$ cat config.mk
export PLATFORM = sky130hd
export DESIGN_NAME = nv_nvdla_csb2cmac_arb
export DESIGN_NICKNAME = d
export VERILOG_FILES = /design/src/rtl/nv_nvdla_csb_pkg.sv /design/src/rtl/nv_nvdla_csb_id_fifo.sv /design/src/rtl/nv_nvdla_csb2cmac_arb.sv
export SDC_FILE = /design/constraint.sdc
export NUM_CORES = 1
export LEC_CHECK = 0
export BUFFER_PORTS_ARGS = -buffer_cell sky130_fd_sc_hd__buf_2
export CORE_UTILIZATION = 39
export CTS_CLUSTER_SIZE = 25
export DETAILED_ROUTE_END_ITERATION = 10
export HOLD_SLACK_MARGIN = 0.06
export PLACE_DENSITY_LB_ADDON = 0.15
export RECOVER_POWER = 25
export SYNTH_ARGS = -nofsm -noshare
export SYNTH_HDL_FRONTEND = slang
export SYNTH_SLANG_ARGS = --single-unit
export TNS_END_PERCENT = 100
$ cat constraint.sdc
create_clock -name nvdla_core_clk -period 8.99 [get_ports nvdla_core_clk]
set_input_delay 0 -clock nvdla_core_clk [delete_from_list [all_inputs] [get_ports nvdla_core_clk]]
set_output_delay 0 -clock nvdla_core_clk [all_outputs]
set_load 0.05 [all_outputs]
$ cat src/rtl/nv_nvdla_csb_pkg.sv
// Shared CSB constants and helpers used by the csb2cmac arbiter and its ID FIFO.
package nv_nvdla_csb_pkg;

    localparam int CSB_REQ_PD_W        = 63;
    localparam int CSB_RESP_PD_W       = 34;
    localparam int CSB_REQ_WRITE_BIT   = 54;
    localparam int CSB_REQ_NPOSTED_BIT = 55;
    localparam int CSB_RESP_WRACK_BIT  = 33;

    typedef logic csb_port_id_t;

    // Reads and non-posted writes both produce a response on cmac2csb.
    function automatic logic csb_need_resp(input logic [CSB_REQ_PD_W-1:0] pd);
        return ~pd[CSB_REQ_WRITE_BIT] | pd[CSB_REQ_NPOSTED_BIT];
    endfunction

endpackage

$ cat src/rtl/nv_nvdla_csb_id_fifo.sv
// In-order FIFO of requester IDs for responses still owed by the cmac side.
module nv_nvdla_csb_id_fifo
    import nv_nvdla_csb_pkg::*;
#(
    parameter int DEPTH = 4,
    parameter int CNT_W = 3
) (
    input  logic             clk,
    input  logic             rst,
    input  logic             push_i,
    input  csb_port_id_t     push_data_i,
    input  logic             pop_i,
    output csb_port_id_t     head_o,
    output logic             full_o,
    output logic             empty_o,
    output logic [CNT_W-1:0] count_o
);

    localparam int PTR_W = (DEPTH > 1) ? $clog2(DEPTH) : 1;

    logic [PTR_W-1:0] wr_ptr_q, rd_ptr_q;
    logic [CNT_W-1:0] count_q;
    csb_port_id_t     mem_q [DEPTH];
    logic             do_push, do_pop;

    assign full_o  = (count_q == CNT_W'(DEPTH));
    assign empty_o = (count_q == '0);
    assign count_o = count_q;
    assign head_o  = mem_q[rd_ptr_q];

    assign do_push = push_i & ~full_o;
    assign do_pop  = pop_i & ~empty_o;

    // Depth is a power of two, so pointers wrap by plain overflow.
    always_ff @(posedge clk or posedge rst) begin
        if (rst) begin
            wr_ptr_q <= '0;
            rd_ptr_q <= '0;
            count_q  <= '0;
        end else begin
            if (do_push) wr_ptr_q <= wr_ptr_q + PTR_W'(1);
            if (do_pop)  rd_ptr_q <= rd_ptr_q + PTR_W'(1);
            case ({do_push, do_pop})
                2'b10:   count_q <= count_q + CNT_W'(1);
                2'b01:   count_q <= count_q - CNT_W'(1);
                default: count_q <= count_q;
            endcase
        end
    end

    always_ff @(posedge clk) begin
        if (do_push) mem_q[wr_ptr_q] <= push_data_i;
    end

endmodule

$ cat src/rtl/nv_nvdla_csb2cmac_arb.sv
// Two-master round-robin arbiter in front of the csb2cmac retiming stage,
// with in-order steering of cmac2csb responses back to the issuing master.
module nv_nvdla_csb2cmac_arb
    import nv_nvdla_csb_pkg::*;
#(
    parameter int MAX_OUTS = 4,
    parameter int OUTS_W   = 3
) (
    input  logic                     nvdla_core_clk,
    input  logic                     nvdla_core_rst,
    input  logic                     req0_pvld,
    output logic                     req0_prdy,
    input  logic [CSB_REQ_PD_W-1:0]  req0_pd,
    input  logic                     req1_pvld,
    output logic                     req1_prdy,
    input  logic [CSB_REQ_PD_W-1:0]  req1_pd,
    output logic                     dst_req_pvld,
    input  logic                     dst_req_prdy,
    output logic [CSB_REQ_PD_W-1:0]  dst_req_pd,
    input  logic                     dst_resp_valid,
    input  logic [CSB_RESP_PD_W-1:0] dst_resp_pd,
    output logic                     resp0_valid,
    output logic [CSB_RESP_PD_W-1:0] resp0_pd,
    output logic                     resp1_valid,
    output logic [CSB_RESP_PD_W-1:0] resp1_pd,
    output logic [OUTS_W-1:0]        outs_cnt,
    output logic                     err_unexp_resp
);

    logic                     dst_req_pvld_q, dst_req_pvld_d;
    logic [CSB_REQ_PD_W-1:0]  dst_req_pd_q;
    csb_port_id_t             rr_q, rr_d;
    logic                     resp0_valid_q, resp0_valid_d;
    logic                     resp1_valid_q, resp1_valid_d;
    logic [CSB_RESP_PD_W-1:0] resp0_pd_q, resp1_pd_q;
    logic                     err_q, err_d;

    logic                     need0, need1, cand0, cand1, out_free, accept, push, pop;
    csb_port_id_t             grant_id, head_id;
    logic                     fifo_full, fifo_empty;
    logic [CSB_REQ_PD_W-1:0]  grant_pd;

    assign need0 = csb_need_resp(req0_pd);
    assign need1 = csb_need_resp(req1_pd);

    // Full uses the registered count: a same-cycle pop never frees a slot early.
    assign cand0 = req0_pvld & (~need0 | ~fifo_full);
    assign cand1 = req1_pvld & (~need1 | ~fifo_full);

    assign grant_id = (cand0 & cand1) ? rr_q : ~cand0;
    assign out_free = ~dst_req_pvld_q | dst_req_prdy;

    assign req0_prdy = cand0 & (grant_id == 1'b0) & out_free;
    assign req1_prdy = cand1 & (grant_id == 1'b1) & out_free;

    assign accept   = req0_prdy | req1_prdy;
    assign grant_pd = grant_id ? req1_pd : req0_pd;
    assign push     = accept & (grant_id ? need1 : need0);
    assign pop      = dst_resp_valid & ~fifo_empty;

    nv_nvdla_csb_id_fifo #(
        .DEPTH (MAX_OUTS),
        .CNT_W (OUTS_W)
    ) u_id_fifo (
        .clk         (nvdla_core_clk),
        .rst         (nvdla_core_rst),
        .push_i      (push),
        .push_data_i (grant_id),
        .pop_i       (pop),
        .head_o      (head_id),
        .full_o      (fifo_full),
        .empty_o     (fifo_empty),
        .count_o     (outs_cnt)
    );

    always_comb begin
        dst_req_pvld_d = dst_req_pvld_q;
        if (accept)
            dst_req_pvld_d = 1'b1;
        else if (dst_req_prdy)
            dst_req_pvld_d = 1'b0;
        rr_d          = accept ? ~grant_id : rr_q;
        resp0_valid_d = pop & (head_id == 1'b0);
        resp1_valid_d = pop & (head_id == 1'b1);
        err_d         = dst_resp_valid & fifo_empty;
    end

    always_ff @(posedge nvdla_core_clk or posedge nvdla_core_rst) begin
        if (nvdla_core_rst) begin
            dst_req_pvld_q <= 1'b0;
            rr_q           <= 1'b0;
            resp0_valid_q  <= 1'b0;
            resp1_valid_q  <= 1'b0;
            err_q          <= 1'b0;
        end else begin
            dst_req_pvld_q <= dst_req_pvld_d;
            rr_q           <= rr_d;
            resp0_valid_q  <= resp0_valid_d;
            resp1_valid_q  <= resp1_valid_d;
            err_q          <= err_d;
        end
    end

    // Payload registers carry no reset; their valids qualify them.
    always_ff @(posedge nvdla_core_clk) begin
        if (accept)        dst_req_pd_q <= grant_pd;
        if (resp0_valid_d) resp0_pd_q   <= dst_resp_pd;
        if (resp1_valid_d) resp1_pd_q   <= dst_resp_pd;
    end

    assign dst_req_pvld   = dst_req_pvld_q;
    assign dst_req_pd     = dst_req_pd_q;
    assign resp0_valid    = resp0_valid_q;
    assign resp0_pd       = resp0_pd_q;
    assign resp1_valid    = resp1_valid_q;
    assign resp1_pd       = resp1_pd_q;
    assign err_unexp_resp = err_q;

endmodule

==> impl_metrics.env, run 1 <==
export IMPL_die_h_um=122
export IMPL_synth_top_area_share=0.716
export IMPL_status="aborted with a tool error"
export IMPL_cts_setup_buffers=0
export IMPL_row_count=43
export IMPL_ys_top_cells_by_count="edfxtp_1 (135), mux2_4 (37), mux2_2 (27), dfrtp_1 (12), inv_1 (8)"
export IMPL_cts_root_buf="clkbuf_16"
export IMPL_initial_core_util=0.403
export IMPL_synth_seq_cells=147
export IMPL_place_inst=750
export IMPL_avgSynthCellArea_um2=21.0
export IMPL_cts_max_level=4
export IMPL_synth_cell_area_um2=5660
export IMPL_gp_congestion=0.736
export IMPL_die_w_um=122
export IMPL_cts_hold_buf=158
export IMPL_async_flop_share=0.0816
export IMPL_cts_buffer_depth=2
export IMPL_port_buffers=305
export IMPL_synth_largest_area_cell="edfxtp_1"
export IMPL_dp_slack_ns=6.19
export IMPL_yosys_top_cells_area="edfxtp_1 (72%), mux2_4 (9.8%), mux2_2 (5.4%)"
export IMPL_cts_sinks=147
export IMPL_stop_stage="clock tree synthesis (4_1_cts)"
export IMPL_yosysWarnings=0
export IMPL_dpl_hpwl_mm=10.2
export IMPL_synth_fp_nets=442
export IMPL_seq_area_frac_synth=0.769
export IMPL_stop_error="[ERROR RSZ-0060] Max buffer count reached."
export IMPL_ys_types=28
export IMPL_synth_edff_count=135
export IMPL_cts_resized=0
export IMPL_pin_count=306
export IMPL_synthCells=270
export IMPL_synthFlopType="edfxtp_1"
export IMPL_cts_made_buffers=17
export IMPL_yosysMostFrequentCell="edfxtp_1"
[per-stage QoR]
stage / cell area (µm²) / hold slack (ns)
3_5_place_dp: 7390 / 0.0640
3_3_place_gp: 7390 / 0.0543
2_1_floorplan: 5660 / -0.135
[cell families after synthesis]
logic type,share of synthesized area
compound gates,0.00994
xor+xnor,0.00928
fa+ha+maj,0.0146
buf+inv,0.0170
flops,0.769
mux,0.159
simple gates,0.0208
==> run 2: changes to the inputs <==
--- a/config.mk
+++ b/config.mk
@@ -6,10 +6,8 @@
 export NUM_CORES = 1
 export LEC_CHECK = 0
 export BUFFER_PORTS_ARGS = -buffer_cell sky130_fd_sc_hd__buf_2
-export CORE_UTILIZATION = 39
-export CTS_CLUSTER_SIZE = 25
+export CORE_UTILIZATION = 24
 export DETAILED_ROUTE_END_ITERATION = 10
-export HOLD_SLACK_MARGIN = 0.06
 export PLACE_DENSITY_LB_ADDON = 0.15
 export RECOVER_POWER = 25
 export SYNTH_ARGS = -nofsm -noshare
==> run 2 against run 1 <==
  * Area after synthesis did not move
  * Synthesized cell count stayed put
  * The run now ends clean
==> impl_metrics.env, run 2 <==
export IMPL_finalSetupTns_ns=0
export IMPL_port_buffers=305
export IMPL_grt_pass1_vias=4508
export IMPL_fillers=2147
export IMPL_cts_max_level=4
export IMPL_worst_ir_drop_vdd_mv=0.114
export IMPL_yosysWarnings=0
export IMPL_final_util=0.423
export IMPL_dpl_hpwl_mm=10.6
export IMPL_multi_input_area_um2=1240
export IMPL_synth_top_area_share=0.716
export IMPL_p_per_area_nw_per_um2=286
export IMPL_synth_edff_count=135
export IMPL_initial_core_util=0.247
export IMPL_cts_buffer_depth=2
export IMPL_dp_slack_ns=5.91
export IMPL_yosysMostFrequentCell="edfxtp_1"
export IMPL_synthFlopType="edfxtp_1"
export IMPL_layout_nets=925
export IMPL_regArea_um2=4350
export IMPL_wire_per_inst_um=14.6
export IMPL_overflow=0
export IMPL_viasPerCell=3.92
export IMPL_dieArea_um2=24200
export IMPL_clk_pin_slew_ns=0.07
export IMPL_vias=4226
export IMPL_row_count=55
export IMPL_fin_total_pwr_mw=2.77
export IMPL_final_common_cell="buf_2"
export IMPL_gp_congestion=0.747
export IMPL_synth_fp_nets=442
export IMPL_die_w_um=156
export IMPL_die_h_um=156
export IMPL_fmax_mhz=278
export IMPL_avgSynthCellArea_um2=21.0
export IMPL_seq_area_frac_synth=0.769
export IMPL_worst_pin_slew_ns=1.10
export IMPL_hold_viol=0
export IMPL_grt_total_usage=0.132
export IMPL_cts_made_buffers=17
export IMPL_rsz0062_at_grt="false"
export IMPL_slew_headroom=0.268
export IMPL_synth_seq_cells=147
export IMPL_async_flop_share=0.0816
export IMPL_period_minus_slack_ns=3.60
export IMPL_cp_end_kind="register"
export IMPL_worstSetupPathType="reg -> reg"
export IMPL_status="finished, final reports clean"
export IMPL_slowest_stage="buf_4"
export IMPL_crit_fanout=43
export IMPL_largest_register_ffs=63
export IMPL_setup_violations_final=0
export IMPL_worst_setup_path_start_kind="register"
export IMPL_synthCells=270
export IMPL_ant_nets=0
export IMPL_ys_top_cells_by_count="edfxtp_1 (135), mux2_4 (37), mux2_2 (27), dfrtp_1 (12), inv_1 (8)"
export IMPL_drive_gt1_frac=0.458
export IMPL_min_from="req0_pvld"
export IMPL_cts_root_buf="clkbuf_16"
export IMPL_rr_startpoint="u_id_fifo.count_o[0]"
export IMPL_min_path_type="in -> reg"
export IMPL_core_area_um2=22900
export IMPL_pin_count=306
export IMPL_cts_setup_buffers=0
export IMPL_drt_iter0_drc=163
export IMPL_routed_wl_mm=15.8
export IMPL_ys_types=28
export IMPL_finalCritPeriodShare=0.401
export IMPL_synth_cell_area_um2=5660
export IMPL_dr_pass1_iters=4
export IMPL_grt_pass1_wl_mm=24.0
export IMPL_area_growth_pct=71.2
export IMPL_antenna_found_initial=0
export IMPL_layout_setup_ws_ns=5.39
export IMPL_crit_path_cell_trace="or3b_1, o21ai_1, a21o_4, buf_4, mux2_2, dlygate4sd3_1"
export IMPL_cts_sinks=147
export IMPL_clock_latency_ns=0.42
export IMPL_cts_tree="built"
export IMPL_yosys_top_cells_area="edfxtp_1 (72%), mux2_4 (9.8%), mux2_2 (5.4%)"
export IMPL_drv_slew=0
export IMPL_critPathArrivalTime_ns=3.77
export IMPL_synth_largest_area_cell="edfxtp_1"
export IMPL_critical_path_max_stage_delay_ns=0.66
export IMPL_drv_cap=0
export IMPL_mostFrequentLayoutCells="buf_2 (248), dlygate4sd3_1 (163), edfxtp_1 (135), clkbuf_1 (57), mux2_4 (37)"
export IMPL_critPathLaunch="u_id_fifo.count_o[0]"
export IMPL_finalClockSkew_ns=0.0150
export IMPL_crit_required_ns=9.15
export IMPL_drc_errors=0
export IMPL_grt_max_degree=54
export IMPL_p_leak_nw=4.06
export IMPL_insertedDiodeCount=0
run 2: cell counts after synthesis:
Identical to the previous run, type by type.
run 2: cells by family after synthesis:
logic type               share of synthesized area
AO/OA/AOI/OAI                              0.00994
AND/OR/NAND/NOR                             0.0208
multiplexers                                 0.159
adder cells (fa/ha/maj)                     0.0146
XOR/XNOR                                   0.00928
flip-flops                                   0.769
buffers and inverters                       0.0170
run 2: layout make-up:
class | count | area share
Clock inverter | 14 | 0.0143
Clock buffer | 18 | 0.0443
Sequential cell | 147 | 0.449
Inverter | 8 | 0.00310
Tap cell | 313 | 0.0404
Timing Repair Buffer | 471 | 0.321
Multi-Input combinational cell | 108 | 0.128
run 2: worst max-delay path, delay by kind of cell (launching register included):
kind                   cells  cell delay (ns)
AO/OA/AOI/OAI              2             0.81
flip-flops                 1             0.42
AND/OR/NAND/NOR            1             0.45
buffers and inverters      2             1.23
multiplexers               1             0.41
run 2: worst paths after layout:
kind | to | slack (ns) | cells after the start
min in group asynchronous | u_id_fifo.rd_ptr_q[0] | 0.19 | 3
worst min-delay path | dst_req_pvld | 0.03 | 3
max in group asynchronous | rr_q | 8.43 | 3
worst max-delay path | dst_req_pd[56] | 5.39 | 6
worst min register to register | u_id_fifo.rd_ptr_q[1] | 0.48 | 1
worst max register to register | dst_req_pd[56] | 5.39 | 6
run 2: power by group:
group	total, mW	internal [mW]	switching (mW)
registers	1.01	0.957	0.0541
clock network	0.682	0.368	0.314
logic	1.08	0.341	0.741
run 2: per-layer routing:
layer,share of wire,wire [µm],GRT usage,vias to the layer above
met5,0,0,0,-
met4,0.015,244,0.0532,0
met3,0.10,1590,0.0533,15
met2,0.48,7610,0.227,243
met1,0.40,6350,0.145,1968
li1,-,-,-,2000
run 2: timing repair:
action	in CTS	in global routing
endpoints found under the hold margin	146	0
hold buffers	163	0
resized for setup	0	0
run 2: per-stage QoR:
stage                     cells  hold WS (ns)  instance area, µm²
after global placement      884        0.0603                7560
after global routing       1079       0.00513                9690
after detailed placement    884        0.0740                7560
after floorplan             270        -0.135                5660
after CTS                  1079      0.000325                9760
final                      1079        0.0339                9690
Note: power is estimated with default switching activity, not from simulation.
